**src/rtl/idif_8pt.sv**
```systemverilog
// idif_8pt: 8-point radix-2 DIF inverse FFT with 1/8 scaling; one registered output sample per cycle.
// Optional macro IDIF_SAT_EN: saturate the final result instead of wrapping to DW bits.

module idif_8pt #(
  parameter int DW   = 8,
  parameter int FRAC = 8
) (
  input  logic                 clk,
  input  logic                 rst,
  input  logic signed [DW-1:0] xr0,
  input  logic signed [DW-1:0] xr1,
  input  logic signed [DW-1:0] xr2,
  input  logic signed [DW-1:0] xr3,
  input  logic signed [DW-1:0] xr4,
  input  logic signed [DW-1:0] xr5,
  input  logic signed [DW-1:0] xr6,
  input  logic signed [DW-1:0] xr7,
  input  logic signed [DW-1:0] xi0,
  input  logic signed [DW-1:0] xi1,
  input  logic signed [DW-1:0] xi2,
  input  logic signed [DW-1:0] xi3,
  input  logic signed [DW-1:0] xi4,
  input  logic signed [DW-1:0] xi5,
  input  logic signed [DW-1:0] xi6,
  input  logic signed [DW-1:0] xi7,
  input  logic [2:0]           sel,
  output logic signed [DW-1:0] yr,
  output logic signed [DW-1:0] yi
);

  // 8x butterfly growth plus the ~1.41 twiddle gain, with a guard bit
  localparam int IW   = DW + FRAC + 5;
  localparam int PW   = IW + FRAC + 1;
  localparam int C_TW = $rtoi(0.70711 * (2.0 ** FRAC) + 0.5);
  localparam logic signed [PW-1:0] C_P = PW'(C_TW);
  localparam logic signed [IW-1:0] RND = IW'(2 ** (FRAC + 2));

  function automatic logic signed [IW-1:0] mulc(input logic signed [IW-1:0] v);
    logic signed [PW-1:0] p;
    p = PW'(v) * C_P;
    return IW'(p >>> FRAC);
  endfunction

  logic signed [DW-1:0] w_inr [8];
  logic signed [DW-1:0] w_ini [8];
  logic signed [IW-1:0] w_xr  [8];
  logic signed [IW-1:0] w_xi  [8];
  logic signed [IW-1:0] w_p1r [8];
  logic signed [IW-1:0] w_p1i [8];
  logic signed [IW-1:0] w_s2r [8];
  logic signed [IW-1:0] w_s2i [8];
  logic signed [IW-1:0] w_s3r [8];
  logic signed [IW-1:0] w_s3i [8];
  logic [2:0]           w_idx;
  logic signed [IW-1:0] w_rndr;
  logic signed [IW-1:0] w_rndi;
  logic signed [DW-1:0] w_yr;
  logic signed [DW-1:0] w_yi;

  assign w_inr = '{xr0, xr1, xr2, xr3, xr4, xr5, xr6, xr7};
  assign w_ini = '{xi0, xi1, xi2, xi3, xi4, xi5, xi6, xi7};

  always_comb begin : extend
    for (int k = 0; k < 8; k++) begin
      w_xr[k] = IW'(w_inr[k]) <<< FRAC;
      w_xi[k] = IW'(w_ini[k]) <<< FRAC;
    end
  end

  // Stage 1: sums in slots 0..3, twiddled differences in slots 4..7
  always_comb begin : stage1
    logic signed [IW-1:0] dr [4];
    logic signed [IW-1:0] di [4];
    for (int n = 0; n < 4; n++) begin
      w_p1r[n] = w_xr[n] + w_xr[n+4];
      w_p1i[n] = w_xi[n] + w_xi[n+4];
      dr[n]    = w_xr[n] - w_xr[n+4];
      di[n]    = w_xi[n] - w_xi[n+4];
    end
    w_p1r[4] = dr[0];
    w_p1i[4] = di[0];
    w_p1r[5] = mulc(dr[1] - di[1]);
    w_p1i[5] = mulc(dr[1] + di[1]);
    w_p1r[6] = -di[2];
    w_p1i[6] = dr[2];
    w_p1r[7] = mulc(-(dr[3] + di[3]));
    w_p1i[7] = mulc(dr[3] - di[3]);
  end

  always_comb begin : stage2
    logic signed [IW-1:0] tr, ti;
    // NOTE: every variable gets a value before any branch or loop so no latch can be inferred.
    tr = '0;
    ti = '0;
    for (int g = 0; g < 8; g += 4) begin
      w_s2r[g]   = w_p1r[g]   + w_p1r[g+2];
      w_s2i[g]   = w_p1i[g]   + w_p1i[g+2];
      w_s2r[g+1] = w_p1r[g+1] + w_p1r[g+3];
      w_s2i[g+1] = w_p1i[g+1] + w_p1i[g+3];
      w_s2r[g+2] = w_p1r[g]   - w_p1r[g+2];
      w_s2i[g+2] = w_p1i[g]   - w_p1i[g+2];
      tr         = w_p1r[g+1] - w_p1r[g+3];
      ti         = w_p1i[g+1] - w_p1i[g+3];
      w_s2r[g+3] = -ti;
      w_s2i[g+3] = tr;
    end
  end

  always_comb begin : stage3
    for (int m = 0; m < 4; m++) begin
      w_s3r[2*m]   = w_s2r[2*m] + w_s2r[2*m+1];
      w_s3i[2*m]   = w_s2i[2*m] + w_s2i[2*m+1];
      w_s3r[2*m+1] = w_s2r[2*m] - w_s2r[2*m+1];
      w_s3i[2*m+1] = w_s2i[2*m] - w_s2i[2*m+1];
    end
  end

  // Slot i of stage 3 holds x[bitrev(i)], so reversing sel picks natural order
  assign w_idx  = {sel[0], sel[1], sel[2]};
  assign w_rndr = (w_s3r[w_idx] + RND) >>> (FRAC + 3);
  assign w_rndi = (w_s3i[w_idx] + RND) >>> (FRAC + 3);

`ifdef IDIF_SAT_EN
  localparam logic signed [IW-1:0] SAT_MAX = IW'(2 ** (DW - 1) - 1);
  localparam logic signed [IW-1:0] SAT_MIN = -IW'(2 ** (DW - 1));

  function automatic logic signed [DW-1:0] clamp(input logic signed [IW-1:0] v);
    if (v > SAT_MAX)      return DW'(SAT_MAX);
    else if (v < SAT_MIN) return DW'(SAT_MIN);
    else                  return v[DW-1:0];
  endfunction

  assign w_yr = clamp(w_rndr);
  assign w_yi = clamp(w_rndi);
`else
  logic w_unused_hi;
  assign w_yr        = w_rndr[DW-1:0];
  assign w_yi        = w_rndi[DW-1:0];
  assign w_unused_hi = ^{w_rndr[IW-1:DW], w_rndi[IW-1:DW]};
`endif

  always_ff @(posedge clk) begin
    // NOTE: registers take non-blocking assignments so every flop samples pre-edge values.
    if (rst) begin
      yr <= '0;
      yi <= '0;
    end else begin
      yr <= w_yr;
      yi <= w_yi;
    end
  end

endmodule

```
**config.mk**
```make
export PLATFORM = sky130hd
export DESIGN_NAME = idif_8pt
export DESIGN_NICKNAME = d
export VERILOG_FILES = /design/src/rtl/idif_8pt.sv
export SDC_FILE = /design/constraint.sdc
export NUM_CORES = 1
export LEC_CHECK = 0
export CAP_MARGIN = 30
export CORE_MARGIN = 4
export CORE_UTILIZATION = 62
export DETAILED_ROUTE_END_ITERATION = 10
export PLACE_DENSITY = 0.83
export SLEW_MARGIN = 20
export SYNTH_ARGS = -nofsm -noshare
export SYNTH_HDL_FRONTEND = slang
export SYNTH_SLANG_ARGS = --single-unit
export TNS_END_PERCENT = 1
```
**constraint.sdc**
```tcl
create_clock -name clk -period 11.87 [get_ports clk]
set_input_delay 1.187 -clock clk [delete_from_list [all_inputs] [get_ports clk]]
set_output_delay 1.187 -clock clk [all_outputs]
set_load 0.02 [all_outputs]
```
After elaboration in Yosys (flattened, before gate mapping)
Index checks and enable logic that the tools add are counted.
- $add $sub $neg: 58
- multipliers: 4
- divide/modulo/power cells: 0
- magnitude comparators: 1
- equality and inequality tests: 0
- shift operators: 0
- multiplexer cells: 6
- bitwise gates (word level): 1
- reductions and logical operators: 0
- operators with widths (cell ; count):
    adder 16 x 16 -> 17 bit ; 8
    subtractor 16 x 16 -> 17 bit ; 8
    adder 17 x 17 -> 18 bit ; 7
    binary-select mux 21 bit (select 3 bit) ; 2
    subtractor 17 x 17 -> 18 bit ; 7
    multiplier 18 x 9 -> 27 bit, second input constant ; 3
    two-way mux 19 bit ; 4
    adder 21 bit ; 3
    subtractor 21 bit ; 3
    adder 18 x 18 -> 19 bit ; 3
    subtractor 18 x 18 -> 19 bit ; 3
    negation 18 -> 21 bit ; 2
    adder 19 x 12 -> 19 bit, second input constant ; 2
    multiplier 21 x 9 -> 29 bit, second input constant ; 1
    adder 17 x 21 -> 21 bit ; 1
    adder 18 x 20 -> 21 bit ; 1
    adder 18 x 21 -> 21 bit ; 1
    adder 19 x 21 -> 21 bit ; 1
    negation 17 -> 21 bit ; 1
    negation 20 -> 21 bit ; 1
    subtractor 17 x 21 -> 21 bit ; 1
    subtractor 18 x 20 -> 21 bit ; 1
    subtractor 18 x 21 -> 21 bit ; 1
    subtractor 19 x 21 -> 21 bit ; 1
    other kinds (4) ; 4
- register bits: 16
- latch bits: 0
- RAM bits: 0
- memory bits (read-only): 0
- input port bits: 133
- output and inout port bits: 16
- word-level logic and storage cells: 72
- memories kept: 0

Depth between registers and ports, before layout
- word-level depth: 10
- depth in mapped cells: 55
- depth with buffers taken out: 52

Worst setup path after synthesis
Ideal clock, no wire load.
- path kind: input-to-reg
- start: input port xi3[0]
- end: register yi[7]
- library setup time: 0.072 ns
- arrival: 10.908 ns
- data required time: 11.798 ns
- slack: 0.890 ns
- stages on the path: 51
- buffers on the path: 3
- cell sequence: inv_1 > ha_1 > inv_1 > fa_1 > a21o_1 > a21oi_1 > o21bai_1 > a21oi_1 > nor2b_1 > o31a_1 > ha_1 > inv_1 > ha_1 > or3_1 > o21ai_0 > a31o_2 > clkbuf_1 > xnor2_1 > [... 15 more ...] > ha_1 > clkbuf_1 > nor4b_1 > nor3_1 > xnor2_1 > ha_1 > clkbuf_1 > nand2_1 > o31ai_1 > a21o_1 > xor2_1 > a211oi_1 > a221o_1 > a211oi_1 > and3b_1 > nand4_1 > or2_0 > mux2i_1
- longest elaborated chain between the ends: 10
- elaborated cells between the ends (all ways): 20
- those cells by class: 15 x add/sub; 2 x mul; 3 x mux
- RTL lines (what ; line ; RTL):
    start, declared ; 21 ; input logic signed [DW-1:0] xi3,
    subtractor 16 x 16 -> 17 bit ; 78 ; di[n] = w_xi[n] - w_xi[n+4];
    adder 17 x 17 -> 18 bit ; 86 ; w_p1r[7] = mulc(-(dr[3] + di[3]));
    negation 18 -> 21 bit ; 86 ;
    multiplier 21 x 9 -> 29 bit ; 40 ; p = PW'(v) * C_P;
    subtractor 19 x 21 -> 21 bit ; 102 ; tr = w_p1r[g+1] - w_p1r[g+3];
    subtractor 21 bit or adder 21 bit (tied branches) ; 114, 112 ;
    binary-select mux 21 bit (select 3 bit) * ; 121 ; assign w_rndi = (w_s3i[w_idx] + RND) >>> (FRAC + 3);
    two-way mux 19 bit (not written as such) * (2 in a row) ; 121 ;
    adder 19 x 12 -> 19 bit * ; 121 ;
    end signal, assigned ; 149 ; yi <= w_yi;
    end, declared ; 28 ; output logic signed [DW-1:0] yi
Every way passes the cells marked *; elsewhere a longest branch is shown, timed or not. The select of a mux whose other input is x is not followed.
A chain may end at the register's enable or synchronous reset.

Final worst setup path
- start: input port xr7[0]
- end: register yi[7]
- longest elaborated chain between the ends: 10
- elaborated cells between the ends (all ways): 20
- those cells by class: 15 x add/sub; 2 x mul; 3 x mux
- RTL lines (what ; line ; RTL):
    start, declared ; 17 ; input logic signed [DW-1:0] xr7,
    subtractor 16 x 16 -> 17 bit ; 77 ; dr[n] = w_xr[n] - w_xr[n+4];
    adder 17 x 17 -> 18 bit ; 86 ;
    negation 18 -> 21 bit ; 86 ;
    multiplier 21 x 9 -> 29 bit ; 40 ;
    subtractor 19 x 21 -> 21 bit ; 102 ;
    subtractor 21 bit or adder 21 bit (tied branches) ; 114, 112 ;
    binary-select mux 21 bit (select 3 bit) * ; 121 ;
    two-way mux 19 bit (not written as such) * (2 in a row) ; 121 ;
    adder 19 x 12 -> 19 bit * ; 121 ;
Marked as above.

==> flow_summary.ini <==
[timing]
rsz0062_at_grt = yes
tightestPinTransition_ns = 1.11
timing.fmax_mhz = 87.8
fin_crit_ns = 11.39
slew_headroom_pct = 25.3
slew_viol_final = 0
hold_viol_final = 0
setup_viol = 0
hold_ws_ns = 1.85
fin_crit_sh_pct = 96.0

[detailed_routing]
vias = 25000
drt-initial-drc-count = 1668
avgViaCountPerCell = 5.73
wl_um = 75300
ant_nets = 0
routedWlPerCell_um = 17.3
drc_errors = 0
firstDrtPassIters = 6

[setup_path]
crit_path_max_fanout = 7
critPathMostFrequentCell = inv_1
start_kind = input port
worstSetupPathType = in -> reg
required_ns = 12.04
cpPeakStageDelay_ns = 0.52
cp.arrival_ns = 11.57
startpoint = xr7[0]
cp_slowest_cell = fa_1
setup.worst_path.end_class = flip-flop

[cts]
cts_sinks = 16
cts_tree = yes
cts-root-buf = clkbuf_16
numCtsBuffers = 3
clk_pin_slew_ns = 0.04
h-tree-depth = 1
ctsHoldBuffers = 0
cts_buffer_depth = 2

[layout]
post-route-cell-area_um2 = 30500
syn2layout_area_growth_pct = 9.64
stdcell_count = 4361
fill_cells = 3758
nets = 4748
drive_gt1_share_pct = 4.30
diodes = 0

[run]
cap_violations = 0

[logic_synthesis]
synth.area.top_cells = ha_1 32%, fa_1 9.9%, inv_1 9.7%
synth_flop_cell = dfxtp_1
synth_edf_count = 0
ys_ff_latch = 16
synth_fp_nets = 4623
yosysTopAreaCell = ha_1
seq_area_frac_synth_pct = 1.15
async_flop_share_pct = 0
synth_cells = 3646
ys_warn_count = 0
synthesis.area_um2 = 27800
yosys.cell_types.count = 93
synth_area_per_cell_um2 = 7.64
yosysTopAreaCellShare_pct = 31.8

[die]
die_h_um = 220
die_w_um = 220
start_util_pct = 62.8
io_pins = 149
core_um2 = 44300
die_area_um2 = 48400
row_count = 77

[placement]
gp_congestion = 1.03
post-place-cells = 4353
io_buffers = 148
hpwl_um = 66700
placed_area_um2 = 30100

[worst_hold_path]
worstHoldPathType = in -> reg
min_to = yr[2]$_SDFF_PP0_
worstHoldStart = rst
min_path_cells = 2

[global_route]
grt_overflow = 0
grt_pass1_vias = 24100
antenna_found_initial = 1
grt_max_degree = 63
grt_pass1_wl_um = 119000
grtUsageTotal_pct = 30.3

[status]
status = finished clean
[synth_stat cells, drive strengths merged, types with 7 or more instances]
| master | instances |
|---|---|
| a2111oi | 9 |
| a211o | 12 |
| a211oi | 27 |
| a21o | 73 |
| a21oi | 298 |
| a22o | 9 |
| a311oi | 7 |
| a31oi | 23 |
| and2 | 7 |
| and3 | 14 |
| buf | 18 |
| clkbuf | 60 |
| dfxtp | 16 |
| fa | 137 |
| ha | 707 |
| inv | 718 |
| mux2i | 23 |
| nand2 | 106 |
| nand2b | 42 |
| nand3 | 36 |
| nand3b | 7 |
| nand4 | 11 |
| nor2 | 284 |
| nor2b | 45 |
| nor3 | 73 |
| nor3b | 8 |
| nor4 | 12 |
| o211a | 7 |
| o211ai | 22 |
| o21a | 17 |
| o21ai | 98 |
| o21bai | 135 |
| o22ai | 10 |
| o31a | 8 |
| o31ai | 29 |
| o41ai | 8 |
| or2 | 16 |
| or3 | 22 |
| or4 | 7 |
| xnor2 | 260 |
| xor2 | 134 |
[flip-flops by register name, summed over array words and instances, names as in the netlist]
signal  flops
yi          8
yr          8
[stage by stage]
| stage | setup TNS [ns] | setup slack (ns) | utilization (%) |
|---|---|---|---|
| 2_1_floorplan | 0 | 0.890 | - |
| 5_1_grt | -0.126 | -0.0872 | 68.9 |
| 4_1_cts | 0 | 0.104 | 68.0 |
| 3_5_place_dp | -0.123 | -0.112 | 67.9 |
| 6_report | 0 | 0.478 | 68.9 |
| 3_3_place_gp | 0 | 0.232 | 67.9 |
[cell type report]
class | instances | area [um^2] | area share, %
Timing Repair Buffer | 198 | 1850 | 6.07
Tap cell | 592 | 741 | 2.43
Sequential cell | 16 | 320 | 1.05
Multi-Input combinational cell | 2833 | 24800 | 81.4
Inverter | 719 | 2700 | 8.84
Clock buffer | 3 | 75.1 | 0.246
[cell usage in the layout (no fill, tap or decap), types with 14 or more instances in the layout]
cell type        netlist  final
mux2i_1               23     23
or2_2                 15     15
nand2_1              106    106
o21bai_1             135    134
a21oi_1              297    287
nor2_1               284    283
a31oi_1               23     21
o211ai_1              22     22
ha_1                 707    692
o21ai_0               92     89
a21o_1                73     73
dfxtp_1               16     16
nor3_1                73     73
nor2b_1               45     44
o21a_1                17     17
or3_1                 22     22
inv_1                717    716
and3_1                14     14
xor2_1               134    129
nand3_1               36     36
xnor2_1              260    255
fa_1                 137    137
buf_4                  1     50
nand2b_1              42     42
clkdlybuf4s50_1        0    147
o31ai_1               28     24
a211oi_1              25     22
[layer usage]
layer  vias to the layer above  wire length, um  GRT usage [%]
li1                      12400                -              -
met1                     11700            32900           40.5
met2                       766            34000           51.2
met3                       132             5440           3.49
met4                         0             2970           9.36
met5                         -                0              0
[kinds of logic (layout without fill, tap and decap cells)]
group / Yosys count / in the layout / synth area share (%)
AO/OA/AOI/OAI: 860 / 860 / 20.5
multiplexers: 30 / 30 / 1.23
flip-flops: 16 / 16 / 1.15
buffers and inverters: 797 / 920 / 10.8
AND/OR/NAND/NOR: 701 / 701 / 12.0
XOR/XNOR: 397 / 397 / 12.6
adder cells (fa/ha/maj): 845 / 845 / 41.7
[timing repair]
item	in CTS	in global routing
gates resized for setup	0	70
buffers inserted	0	5
setup endpoints to repair	0	10
endpoints found under the hold margin	0	0
[how the worst max path moves through the flow]
| stage | depth (start not counted) | slack, ns | endpoint |
|---|---|---|---|
| 3_5_place_dp | 46 | -0.11 | yr[7]$_SDFF_PP0_ |
| 3_3_place_gp | 46 | 0.23 | yr[7]$_SDFF_PP0_ |
| 2_1_floorplan | 51 | 0.89 | yi[7]$_SDFF_PP0_ |
| 4_1_cts | 46 | 0.10 | yr[7]$_SDFF_PP0_ |
| 6_report | 52 | 0.48 | yi[7]$_SDFF_PP0_ |
| 5_1_grt | 53 | -0.09 | yi[7]$_SDFF_PP0_ |
[critical path, delay by kind of cell]
| kind | cells | cell delay [ns] |
|---|---|---|
| AND/OR/NAND/NOR | 9 | 1.07 |
| adder cells (fa/ha/maj) | 11 | 4.00 |
| buffers and inverters | 10 | 1.32 |
| AO/OA/AOI/OAI | 17 | 3.06 |
| XOR/XNOR | 4 | 0.80 |
| multiplexers | 1 | 0.12 |
Power is not shown: default switching activity piles up to over one toggle a cycle in this logic, so the estimate is an artifact.
